**src/rtl/nibble_serial_add_ctrl_if.sv**
```systemverilog
// rtl/nibble_serial_add_ctrl_if.sv - request/response channel bundle for nibble_serial_add_ctrl
interface nibble_serial_add_ctrl_if #(
  parameter int WIDTH = 16
);
  logic             in_valid;
  logic             in_ready;
  logic [WIDTH-1:0] op_a;
  logic [WIDTH-1:0] op_b;
  logic             op_cin;
  logic             op_sub;
  logic             out_valid;
  logic             out_ready;
  logic [WIDTH-1:0] result;
  logic             cout;

  // Requester side: issues operands, consumes results.
  modport master (
    output in_valid, op_a, op_b, op_cin, op_sub, out_ready,
    input  in_ready, out_valid, result, cout
  );

  // Sequencer side.
  modport slave (
    input  in_valid, op_a, op_b, op_cin, op_sub, out_ready,
    output in_ready, out_valid, result, cout
  );
endinterface

```
**src/rtl/nibble_serial_add_ctrl.sv**
```systemverilog
// rtl/nibble_serial_add_ctrl.sv - WIDTH-bit adder sequenced over a shared 4-bit adder; optional subtract under SUB_EN
module nibble_serial_add_ctrl #(
  parameter int WIDTH = 16
) (
  input  logic                    clk,
  input  logic                    rst_n,
  nibble_serial_add_ctrl_if.slave bus,
  output logic                    busy,
  output logic [3:0]              fa_a,
  output logic [3:0]              fa_b,
  output logic                    fa_cin,
  input  logic [3:0]              fa_sum,
  input  logic                    fa_cout
);
  localparam int NIB = WIDTH / 4;
  localparam int IW  = $clog2(NIB);

  typedef enum logic [1:0] {IDLE, RUN, DONE} state_t;

  state_t           state, state_next;
  logic [IW-1:0]    idx;
  logic [WIDTH-1:0] a_reg;
  logic [WIDTH-1:0] b_reg;
  logic [WIDTH-1:0] res_reg;
  logic             carry;
  logic             cout_reg;
  logic [WIDTH-1:0] b_in;
  logic             cin_in;
  logic             accept;
  logic             last_step;

  assign accept    = bus.in_valid && (state == IDLE);
  assign last_step = (state == RUN) && (idx == IW'(NIB - 1));

`ifdef SUB_EN
  // Subtract as A + ~B + 1; the requester's carry-in is overridden.
  assign b_in   = bus.op_sub ? ~bus.op_b : bus.op_b;
  assign cin_in = bus.op_sub | bus.op_cin;
`else
  logic unused_op_sub;
  assign b_in          = bus.op_b;
  assign cin_in        = bus.op_cin;
  assign unused_op_sub = bus.op_sub;
`endif

  assign bus.result = res_reg;
  assign bus.cout   = cout_reg;

  // State register.
  always_ff @(posedge clk or negedge rst_n) begin
    if (!rst_n) state <= IDLE;
    else        state <= state_next;
  end

  // Next-state and handshake/adder-drive outputs; adder inputs are zero outside RUN.
  always_comb begin
    state_next    = state;
    bus.in_ready  = 1'b0;
    bus.out_valid = 1'b0;
    busy          = 1'b0;
    fa_a          = 4'h0;
    fa_b          = 4'h0;
    fa_cin        = 1'b0;
    case (state)
      IDLE: begin
        bus.in_ready = 1'b1;
        if (bus.in_valid) state_next = RUN;
      end
      RUN: begin
        busy   = 1'b1;
        fa_a   = a_reg[4*idx +: 4];
        fa_b   = b_reg[4*idx +: 4];
        fa_cin = carry;
        if (last_step) state_next = DONE;
      end
      DONE: begin
        busy          = 1'b1;
        bus.out_valid = 1'b1;
        if (bus.out_ready) state_next = IDLE;
      end
      default: state_next = IDLE;
    endcase
  end

  // Operand capture and per-nibble accumulation of the adder's sum and carry.
  always_ff @(posedge clk or negedge rst_n) begin
    if (!rst_n) begin
      idx      <= '0;
      a_reg    <= '0;
      b_reg    <= '0;
      res_reg  <= '0;
      carry    <= 1'b0;
      cout_reg <= 1'b0;
    end else if (accept) begin
      a_reg   <= bus.op_a;
      b_reg   <= b_in;
      carry   <= cin_in;
      idx     <= '0;
      res_reg <= '0;
    end else if (state == RUN) begin
      res_reg[4*idx +: 4] <= fa_sum;
      carry               <= fa_cout;
      idx                 <= idx + IW'(1);
      if (last_step) cout_reg <= fa_cout;
    end
  end
endmodule

```
**src/flat_wrapper.sv**
```systemverilog
// flat-port wrapper written by rule: the top's interface ports become plain ports
module nibble_serial_add_ctrl_flat 
#(
  parameter int WIDTH = 16
)
  (clk, rst_n, busy, fa_a, fa_b, fa_cin, fa_sum, fa_cout, bus_in_valid, bus_op_a, bus_op_b, bus_op_cin, bus_op_sub, bus_out_ready, bus_in_ready, bus_out_valid, bus_result, bus_cout);
  nibble_serial_add_ctrl_if #(.WIDTH(WIDTH)) bus_i ();
  input  logic clk;
  input  logic rst_n;
  output logic busy;
  output logic [3:0] fa_a;
  output logic [3:0] fa_b;
  output logic fa_cin;
  input  logic [3:0] fa_sum;
  input  logic fa_cout;
  input wire logic [$bits(bus_i.in_valid)-1:0] bus_in_valid;
  input wire logic [$bits(bus_i.op_a)-1:0] bus_op_a;
  input wire logic [$bits(bus_i.op_b)-1:0] bus_op_b;
  input wire logic [$bits(bus_i.op_cin)-1:0] bus_op_cin;
  input wire logic [$bits(bus_i.op_sub)-1:0] bus_op_sub;
  input wire logic [$bits(bus_i.out_ready)-1:0] bus_out_ready;
  output wire logic [$bits(bus_i.in_ready)-1:0] bus_in_ready;
  output wire logic [$bits(bus_i.out_valid)-1:0] bus_out_valid;
  output wire logic [$bits(bus_i.result)-1:0] bus_result;
  output wire logic [$bits(bus_i.cout)-1:0] bus_cout;
  assign bus_i.in_valid = bus_in_valid;
  assign bus_i.op_a = bus_op_a;
  assign bus_i.op_b = bus_op_b;
  assign bus_i.op_cin = bus_op_cin;
  assign bus_i.op_sub = bus_op_sub;
  assign bus_i.out_ready = bus_out_ready;
  assign bus_in_ready = bus_i.in_ready;
  assign bus_out_valid = bus_i.out_valid;
  assign bus_result = bus_i.result;
  assign bus_cout = bus_i.cout;
  nibble_serial_add_ctrl #(.WIDTH(WIDTH)) u_core (.clk(clk), .rst_n(rst_n), .bus(bus_i), .busy(busy), .fa_a(fa_a), .fa_b(fa_b), .fa_cin(fa_cin), .fa_sum(fa_sum), .fa_cout(fa_cout));
endmodule
```
**config.mk**
```make
export PLATFORM = sky130hd
export DESIGN_NAME = nibble_serial_add_ctrl_flat
export DESIGN_NICKNAME = d
export VERILOG_FILES = /design/src/rtl/nibble_serial_add_ctrl_if.sv /design/src/rtl/nibble_serial_add_ctrl.sv /design/src/flat_wrapper.sv
export SDC_FILE = /design/constraint.sdc
export NUM_CORES = 1
export LEC_CHECK = 0
export BUFFER_PORTS_ARGS = -buffer_cell sky130_fd_sc_hd__clkbuf_2
export CAP_MARGIN = 20
export CORE_MARGIN = 4
export CORE_UTILIZATION = 58
export CTS_BUF_LIST = sky130_fd_sc_hd__clkbuf_4
export CTS_CLUSTER_SIZE = 40
export DETAILED_ROUTE_END_ITERATION = 6
export GPL_ROUTABILITY_DRIVEN = 0
export PLACE_DENSITY = 0.95
export SYNTH_ARGS = -nofsm -noshare
export SYNTH_HDL_FRONTEND = slang
export SYNTH_SLANG_ARGS = --single-unit
```
**constraint.sdc**
```tcl
create_clock -name clk -period 4.5 [get_ports clk]
set_clock_uncertainty 0.15 [all_clocks]
set_input_delay 0.45 -clock clk [delete_from_list [all_inputs] [get_ports clk]]
set_output_delay 0.45 -clock clk [all_outputs]
set_load 0.02 [all_outputs]
```
==> results.cfg, run 1 <==
[outcome]
outcome = completed

[critical_path]
critPathMaxStageDelay_ps = 980
worstPathArrival_ps = 2300
cp_cell_sequence = mux4_1 -> and2_1 -> clkbuf_2
critical-path-slowest-cell = dfrtp_1
startpoint_type = register
cp_top_family = flip-flops
cp.required_ps = 3900
end_kind = primary output
critical_path_class = reg -> out
path_max_fanout = 15
cp.buffers_inverters = 1

[synth]
synth-seq-cells = 54
syn_inst = 257
synth_top_cells_by_area = dfrtp_1 52%, nand2_1 17%, ha_1 5.3%
syn_area_um2 = 2590
avgSynthCellArea_um2 = 10.1
ys.warnings.count = 0
ys_seq_area_frac = 0.521
synth_fp_nets = 311
synth_top_area_frac = 0.521
synth_cell_types = 27
yosysTopAreaCell = dfrtp_1

[cts]
cts_resized = 0
cts-root-buf = clkbuf_4
clk_pin_slew_ps = 140
clock_latency_ps = 360
cts_sinks = 54
cts_tree = built
ctsHoldBuffers = 0
numCtsBuffers = 5
htree_levels = 2
post-cts-setup-buffers = 0
cts_buffer_depth = 2

[global_routing]
grt_pass1_wl_mm = 8.74
antenna_found_initial = 0
grt_pass1_vias = 1960
grt_max_degree = 55
grt_use_total = 0.205
grt_overflow_total = 0

[cells_and_area]
nets = 376
area_delta_synth_final_pct = 16.5
antenna_cells = 0
mostFrequentLayoutCell = nand2_1
final_cell_mix = 115 x nand2_1, 70 x clkbuf_2, 54 x dfrtp_1
layout-drive-gt1-share = 0.285

[detailed_routing]
post_drt_wl_per_cell_um = 13.8
drt-initial-drc-count = 83
drc = 0
totalWireLength_mm = 5.19
firstDrtPassIters = 4
routed_via_density = 5.35
ant_nets = 0
vias = 2006

[timing]
period_share = 0.645
fmax_ghz = 0.344
tns_ps = 0
tightest_slew_ps = 989
final_max_slew_viol_count = 0
setup_violations = 0
hold_viol = 0
period_needed_ps = 2900
relSlewSlack = 0.339
whs_ps = 35.6
grt_setup_unrepaired = false

[power]
power.leakage_nw = 1.62
pwr_density_cell_nw_per_um2 = 639
peakVddDrop_mv = 0.300
p_total_mw = 1.93

[floorplan]
dieHeight_um = 74.9
initial_core_util = 0.596
top_level_ports = 72
core_area_um2 = 4350
num_rows = 24
die_area_um2 = 5610
die_w_um = 74.9

[placed_design]
hpwl_mm = 3.67
io_buffers = 70

[run]
maxCapViolCount = 0

[min_path]
hp-class = in -> async
## metrics by stage
stage	setup slack, ps	instances	area [um2]	util
floorplan	2540	257	2590	-
global placement	2010	367	2940	0.675
detailed placement	1980	367	2940	0.675
CTS	1550	375	3020	0.694
global route	1440	375	3020	0.694
finish	1600	375	3020	0.694
## synthesized netlist by cell type, drive strengths merged
library cell and instances:
a22oi 2, nor2 3, inv 7, a21oi 2
mux2i 2, a22o 6, and2 11, dfrtp 54
buf 7, nand3 1, nand4 2, xnor2 1
o21ai 9, nor4 2, nand2 115, a32o 4
clkbuf 6, mux2 3, mux4 8, a222oi 1
ha 11
## cell type report
cell class	count	area, um2
Sequential cell	54	1350
Fill cell	352	1330
Multi-Input combinational cell	183	1130
Timing Repair Buffer	71	358
Tap cell	52	65.1
Clock buffer	6	45.0
Clock inverter	2	37.5
Inverter	7	31.3
## layer usage
metal / share of wire / global-route usage
met2: 0.49 / 0.344
met4: 0.015 / 0.0593
met1: 0.42 / 0.262
met3: 0.075 / 0.0561
met5: 0 / 0
## power by group
| part | internal [mW] | switching [mW] |
|---|---|---|
| clock | 0.123 | 0.144 |
| sequential | 0.668 | 0.143 |
| combinational | 0.363 | 0.490 |
## cell families after synthesis
logic type | after synthesis | synth area share
AOI/OAI and AO/OA | 24 | 0.0665
buffers and inverters | 20 | 0.0419
adders and majority gates | 11 | 0.0530
muxes | 13 | 0.0931
xor gates and xnor gates | 1 | 0.00338
DFF | 54 | 0.521
and+or+nand+nor | 134 | 0.221
## final timing paths
path / startpoint / end / cells after the start / slack [ps]
worst max-delay path: u_core.idx[0] / fa_a[3] / 3 / 1600
worst min-delay path: rst_n / u_core.bus.result[10] / 2 / 40
worst max register to register: u_core.idx[0] / u_core.state[0] / 4 / 2120
worst min register to register: u_core.a_reg[7] / u_core.a_reg[7] / 2 / 340
max in group asynchronous: rst_n / u_core.b_reg[15] / 2 / 3730
min in group clk: bus_op_b[14] / u_core.b_reg[14] / 3 / 110
Power figures use the tool's default switching activity.
==> run 2, diff against run 1 <==
- CORE_UTILIZATION: 58 -> 49
- PLACE_DENSITY: 0.95 -> 0.89
- clock period: 4.5 -> 2.35 ns (I/O delays scaled with it)
==> results.cfg, run 2 (synthesis results as in run 1) <==
[cts]
cts_buffer_depth = 2
cts_tree = built
clock_latency_ps = 360
numCtsBuffers = 5
clk_pin_slew_ps = 140
htree_levels = 2
cts-root-buf = clkbuf_4
cts_sinks = 54

[critical_path]
path_max_fanout = 7
cp.required_ps = 1970
worstPathArrival_ps = 1810
end_kind = primary output
critical_path_class = reg -> out
startpoint_type = register

[power]
pwr_density_cell_nw_per_um2 = 1090
clkPwrFrac = 0.105
power_frac_comb = 0.503
p_int_mw = 2.24
power.leakage_nw = 1.82
swShare = 0.409
p_seq_frac = 0.392
peakVddDrop_mv = 0.583
switchingPower_mw = 1.55

[global_routing]
grt_max_degree = 55
grt_pass1_wl_mm = 10.8
antenna_found_initial = 0
grt_overflow_total = 0
grt_use_total = 0.219
grt_pass1_vias = 2299

[timing]
grt_setup_unrepaired = false
fmax_ghz = 0.455
tightest_slew_ps = 663
tns_ps = 0
period_share = 0.935
hold_viol = 0
whs_ps = 199
setup_violations = 0
period_needed_ps = 2200
relSlewSlack = 0.558
final_max_slew_viol_count = 0

[cells_and_area]
layout-drive-gt1-share = 0.278
num-fill-cells = 386
mostFrequentLayoutCell = nand2_1
multiInputGateArea_um2 = 1140
nets = 425
design_area_um2 = 3490
final_cells = 442
ff_latch_area_um2 = 1350
area_delta_synth_final_pct = 34.5
final_util = 0.683
final_cell_mix = 115 x nand2_1, 70 x clkbuf_2, 53 x dfrtp_1

[floorplan]
die_area_um2 = 6520
top_level_ports = 72
die_w_um = 80.8
dieHeight_um = 80.8
core_area_um2 = 5110
initial_core_util = 0.508
num_rows = 26

[run]
maxCapViolCount = 0

[placed_design]
io_buffers = 70
placed_area_um2 = 3020
hpwl_mm = 4.00
place_inst = 392

[detailed_routing]
vias = 2235
ant_nets = 0
routed_via_density = 5.06
drt-initial-drc-count = 88
totalWireLength_mm = 6.52
drc = 0
firstDrtPassIters = 4
post_drt_wl_per_cell_um = 14.8

[outcome]
outcome = completed

[min_path]
hp-class = in -> reg
-- run 2: cell types whose count changed in the layout (fill, tap and decap cells not counted) --
cell,before,now
buf_4,1,10
buf_6,0,1
dfrtp_2,0,1
dfrtp_1,54,53
ha_2,0,1
dlygate4sd3_1,0,39
diode_2,0,1
bufinv_16,1,0
ha_1,11,10
-- run 2: metal layers --
layer	track usage	up-vias	wire [um]
met1	0.244	1032	2440
met3	0.0565	25	483
li1	-	1078	-
met5	0	-	0
met4	0.101	0	241
met2	0.390	100	3350
-- run 2: layout make-up --
type                       count  area share
tap                           70      0.0251
clock buffer                   6      0.0129
sequential                    54       0.387
antenna                        1    0.000717
clock inverter                 1     0.00215
inverter                       7     0.00896
multi-input combinational    183       0.326
timing repair buffer         120       0.237
-- run 2: worst max-delay path, stage by stage, from the launching register on --
cell,delay [ps]
dfrtp_2,420
buf_6,160
mux4_1,540
and2_1,180
clkbuf_2,150
-- run 2: final timing paths --
check / end / startpoint / slack (ps) / cells after the start
max reg2reg: u_core.b_reg[4] / u_core.state[1] / 380 / 6
max in group asynchronous: u_core.idx[0] / rst_n / 1220 / 3
min: u_core.bus.result[5] / bus_in_valid / 200 / 4
max: fa_b[3] / u_core.idx[0] / 150 / 4
min reg2reg: u_core.b_reg[3] / u_core.b_reg[3] / 340 / 2
min in group asynchronous: u_core.b_reg[0] / rst_n / 370 / 3
-- run 2: repair_timing --
action / in CTS / in global routing
hold buffers: 39 / 0
hold endpoints to repair: 98 / 0
gates resized for setup: 1 / 2
setup buffers: 0 / 3
endpoints found under the setup margin: 1 / 5
-- run 2: power by group through the flow --
| stage | combinational [mW] | sequential [mW] | clock, mW |
|---|---|---|---|
| after floorplan | 1.31 | 1.51 | 0 |
| after global placement | 1.75 | 1.48 | 0 |
| after detailed placement | 1.80 | 1.50 | 0 |
| after CTS | 1.85 | 1.48 | 0.412 |
| after global routing | 2.13 | 1.52 | 0.455 |
| final | 1.91 | 1.49 | 0.398 |
-- run 2: through the flow --
step,setup slack (ps),power (mW)
after floorplan,407,2.83
after global placement,415,3.23
after detailed placement,409,3.30
after CTS,37.6,3.75
after global routing,24.3,4.11
final,152,3.80
==> run 3, diff against run 2 <==
- MAX_ROUTING_LAYER: default -> met4
- clock period: 2.35 -> 1.8 ns (I/O delays scaled with it)
==> results.cfg, run 3 (synthesis results as in run 1) <==
[run]
maxCapViolCount = 0

[cells_and_area]
multiInputGateArea_um2 = 1210
final_cells = 450
final_cell_mix = 115 x nand2_1, 61 x clkbuf_2, 52 x dfrtp_1
area_delta_synth_final_pct = 45.5
mostFrequentLayoutCell = nand2_1
layout-drive-gt1-share = 0.345
num-fill-cells = 350
antenna_cells = 0
nets = 433
ff_latch_area_um2 = 1350

[detailed_routing]
routed_via_density = 5.05
drc = 0
ant_nets = 0
drt-initial-drc-count = 96
post_drt_wl_per_cell_um = 15.6
totalWireLength_mm = 7.02
firstDrtPassIters = 4
vias = 2274

[power]
clkPwrFrac = 0.090
p_total_mw = 5.71
peakVddDrop_mv = 1.01
p_int_mw = 3.48
switchingPower_mw = 2.23
pwr_density_cell_nw_per_um2 = 1510
power.leakage_nw = 1.92
swShare = 0.390
power_frac_comb = 0.566
p_seq_frac = 0.344

[critical_path]
cpMostUsedCell = buf_8
reg2reg_slack_ps = -40
end_kind = primary output
cp.buffers_inverters = 2
startpoint_type = register
cp_top_family = multiplexers
reg2reg_to = u_core.state[0]
timing.rr.start = u_core.idx[0]
critical_path_class = reg -> out
crit_path_end = fa_b[0]
critPathMaxStageDelay_ps = 510
cp-startpoint = u_core.idx[0]
path_max_fanout = 6
cp.required_ps = 1470
reg2reg_depth = 5
cp_cell_sequence = buf_8 -> mux4_2 -> and2_4 -> buf_8
cp.depth = 4
worstPathArrival_ps = 1750
critical-path-slowest-cell = mux4_2

[cts]
cts_buffer_depth = 2
htree_levels = 2
cts-root-buf = clkbuf_4
clock_latency_ps = 360
numCtsBuffers = 5
clk_pin_slew_ps = 140
cts_tree = built
cts_sinks = 54

[timing]
fin_ws_ps = -283
relSlewSlack = 0.731
tns_ps = -2110
grt_setup_unrepaired = true
fmax_ghz = 0.480
hold_viol = 0
period_share = 1.16
period_needed_ps = 2080
setup_violations = 10
tightest_slew_ps = 404
final_max_slew_viol_count = 0

[floorplan]
die_area_um2 = 6520
core_area_um2 = 5110
initial_core_util = 0.508
num_rows = 26
top_level_ports = 72
dieHeight_um = 80.8
die_w_um = 80.8

[global_routing]
grt_overflow_total = 0
antenna_found_initial = 0
grt_pass1_wl_mm = 11.2
grt_pass1_vias = 2393
grt_max_degree = 41
grt_use_total = 0.233

[placed_design]
place_inst = 397
pre_cts_ws_ps = 11.2
hpwl_mm = 3.85
io_buffers = 70

[min_path]
hp-class = in -> async

[outcome]
outcome = finished with violations
violations = setup timing
## run 3: worst min path at each step
| stage | to | slack [ps] | cells past startpoint |
|---|---|---|---|
| final | u_core.bus.result[10] | 90 | 2 |
| after floorplan | u_core.a_reg[0] | -270 | 0 |
| after detailed placement | u_core.bus.result[10] | -30 | 1 |
| after CTS | u_core.bus.result[10] | 90 | 2 |
| after global placement | u_core.bus.result[9] | -40 | 1 |
| after global routing | u_core.bus.result[10] | 130 | 2 |
## run 3: stage by stage
| stage | hold WS [ps] | cell area, um2 | utilization |
|---|---|---|---|
| floorplan | -266 | 2600 | - |
| global placement | -37.7 | 3080 | 0.603 |
| detailed placement | -34.8 | 3080 | 0.603 |
| CTS | 85.4 | 3680 | 0.721 |
| global route | 127 | 3770 | 0.739 |
| finish | 93.4 | 3770 | 0.739 |
## run 3: power by group through the flow
stage	logic, mW	registers (mW)	clock network [mW]
2_1_floorplan	1.72	1.98	0
3_3_place_gp	2.39	1.93	0
3_5_place_dp	2.46	1.96	0
4_1_cts	2.90	1.94	0.540
5_1_grt	3.52	2.01	0.575
6_report	3.23	1.96	0.515
## run 3: repair_timing
| action | CTS | global route |
|---|---|---|
| hold buffers | 39 | 0 |
| setup buffers | 4 | 0 |
| setup endpoints to repair | 14 | 24 |
| resized for setup | 28 | 29 |
| gates cloned | 1 | 1 |
| pin swaps | 7 | 6 |
| hold endpoints to repair | 104 | 0 |
## run 3: layer usage
metal / up-vias / wire length, um / track usage / share of wire
met1: 1076 / 2660 / 0.255 / 0.38
met3: 20 / 409 / 0.0543 / 0.058
li1: 1091 / - / - / -
met4: 0 / 160 / 0.0726 / 0.023
met2: 87 / 3780 / 0.421 / 0.54
met5: - / 0 / - / 0
## run 3: cell type report
cell class                 instances  area share
timing repair buffer             128       0.276
tap                               70      0.0232
clock inverter                     2     0.00232
inverter                           7     0.00829
multi-input combinational        183       0.320
clock buffer                       6      0.0119
sequential                        54       0.359
## run 3: worst reg2reg max path, cell delays in order (launching register included)
cell and delay (ps):
dfrtp_2 440, buf_4 140, ha_2 180, inv_1 40, a222oi_1 410, mux2_2 390
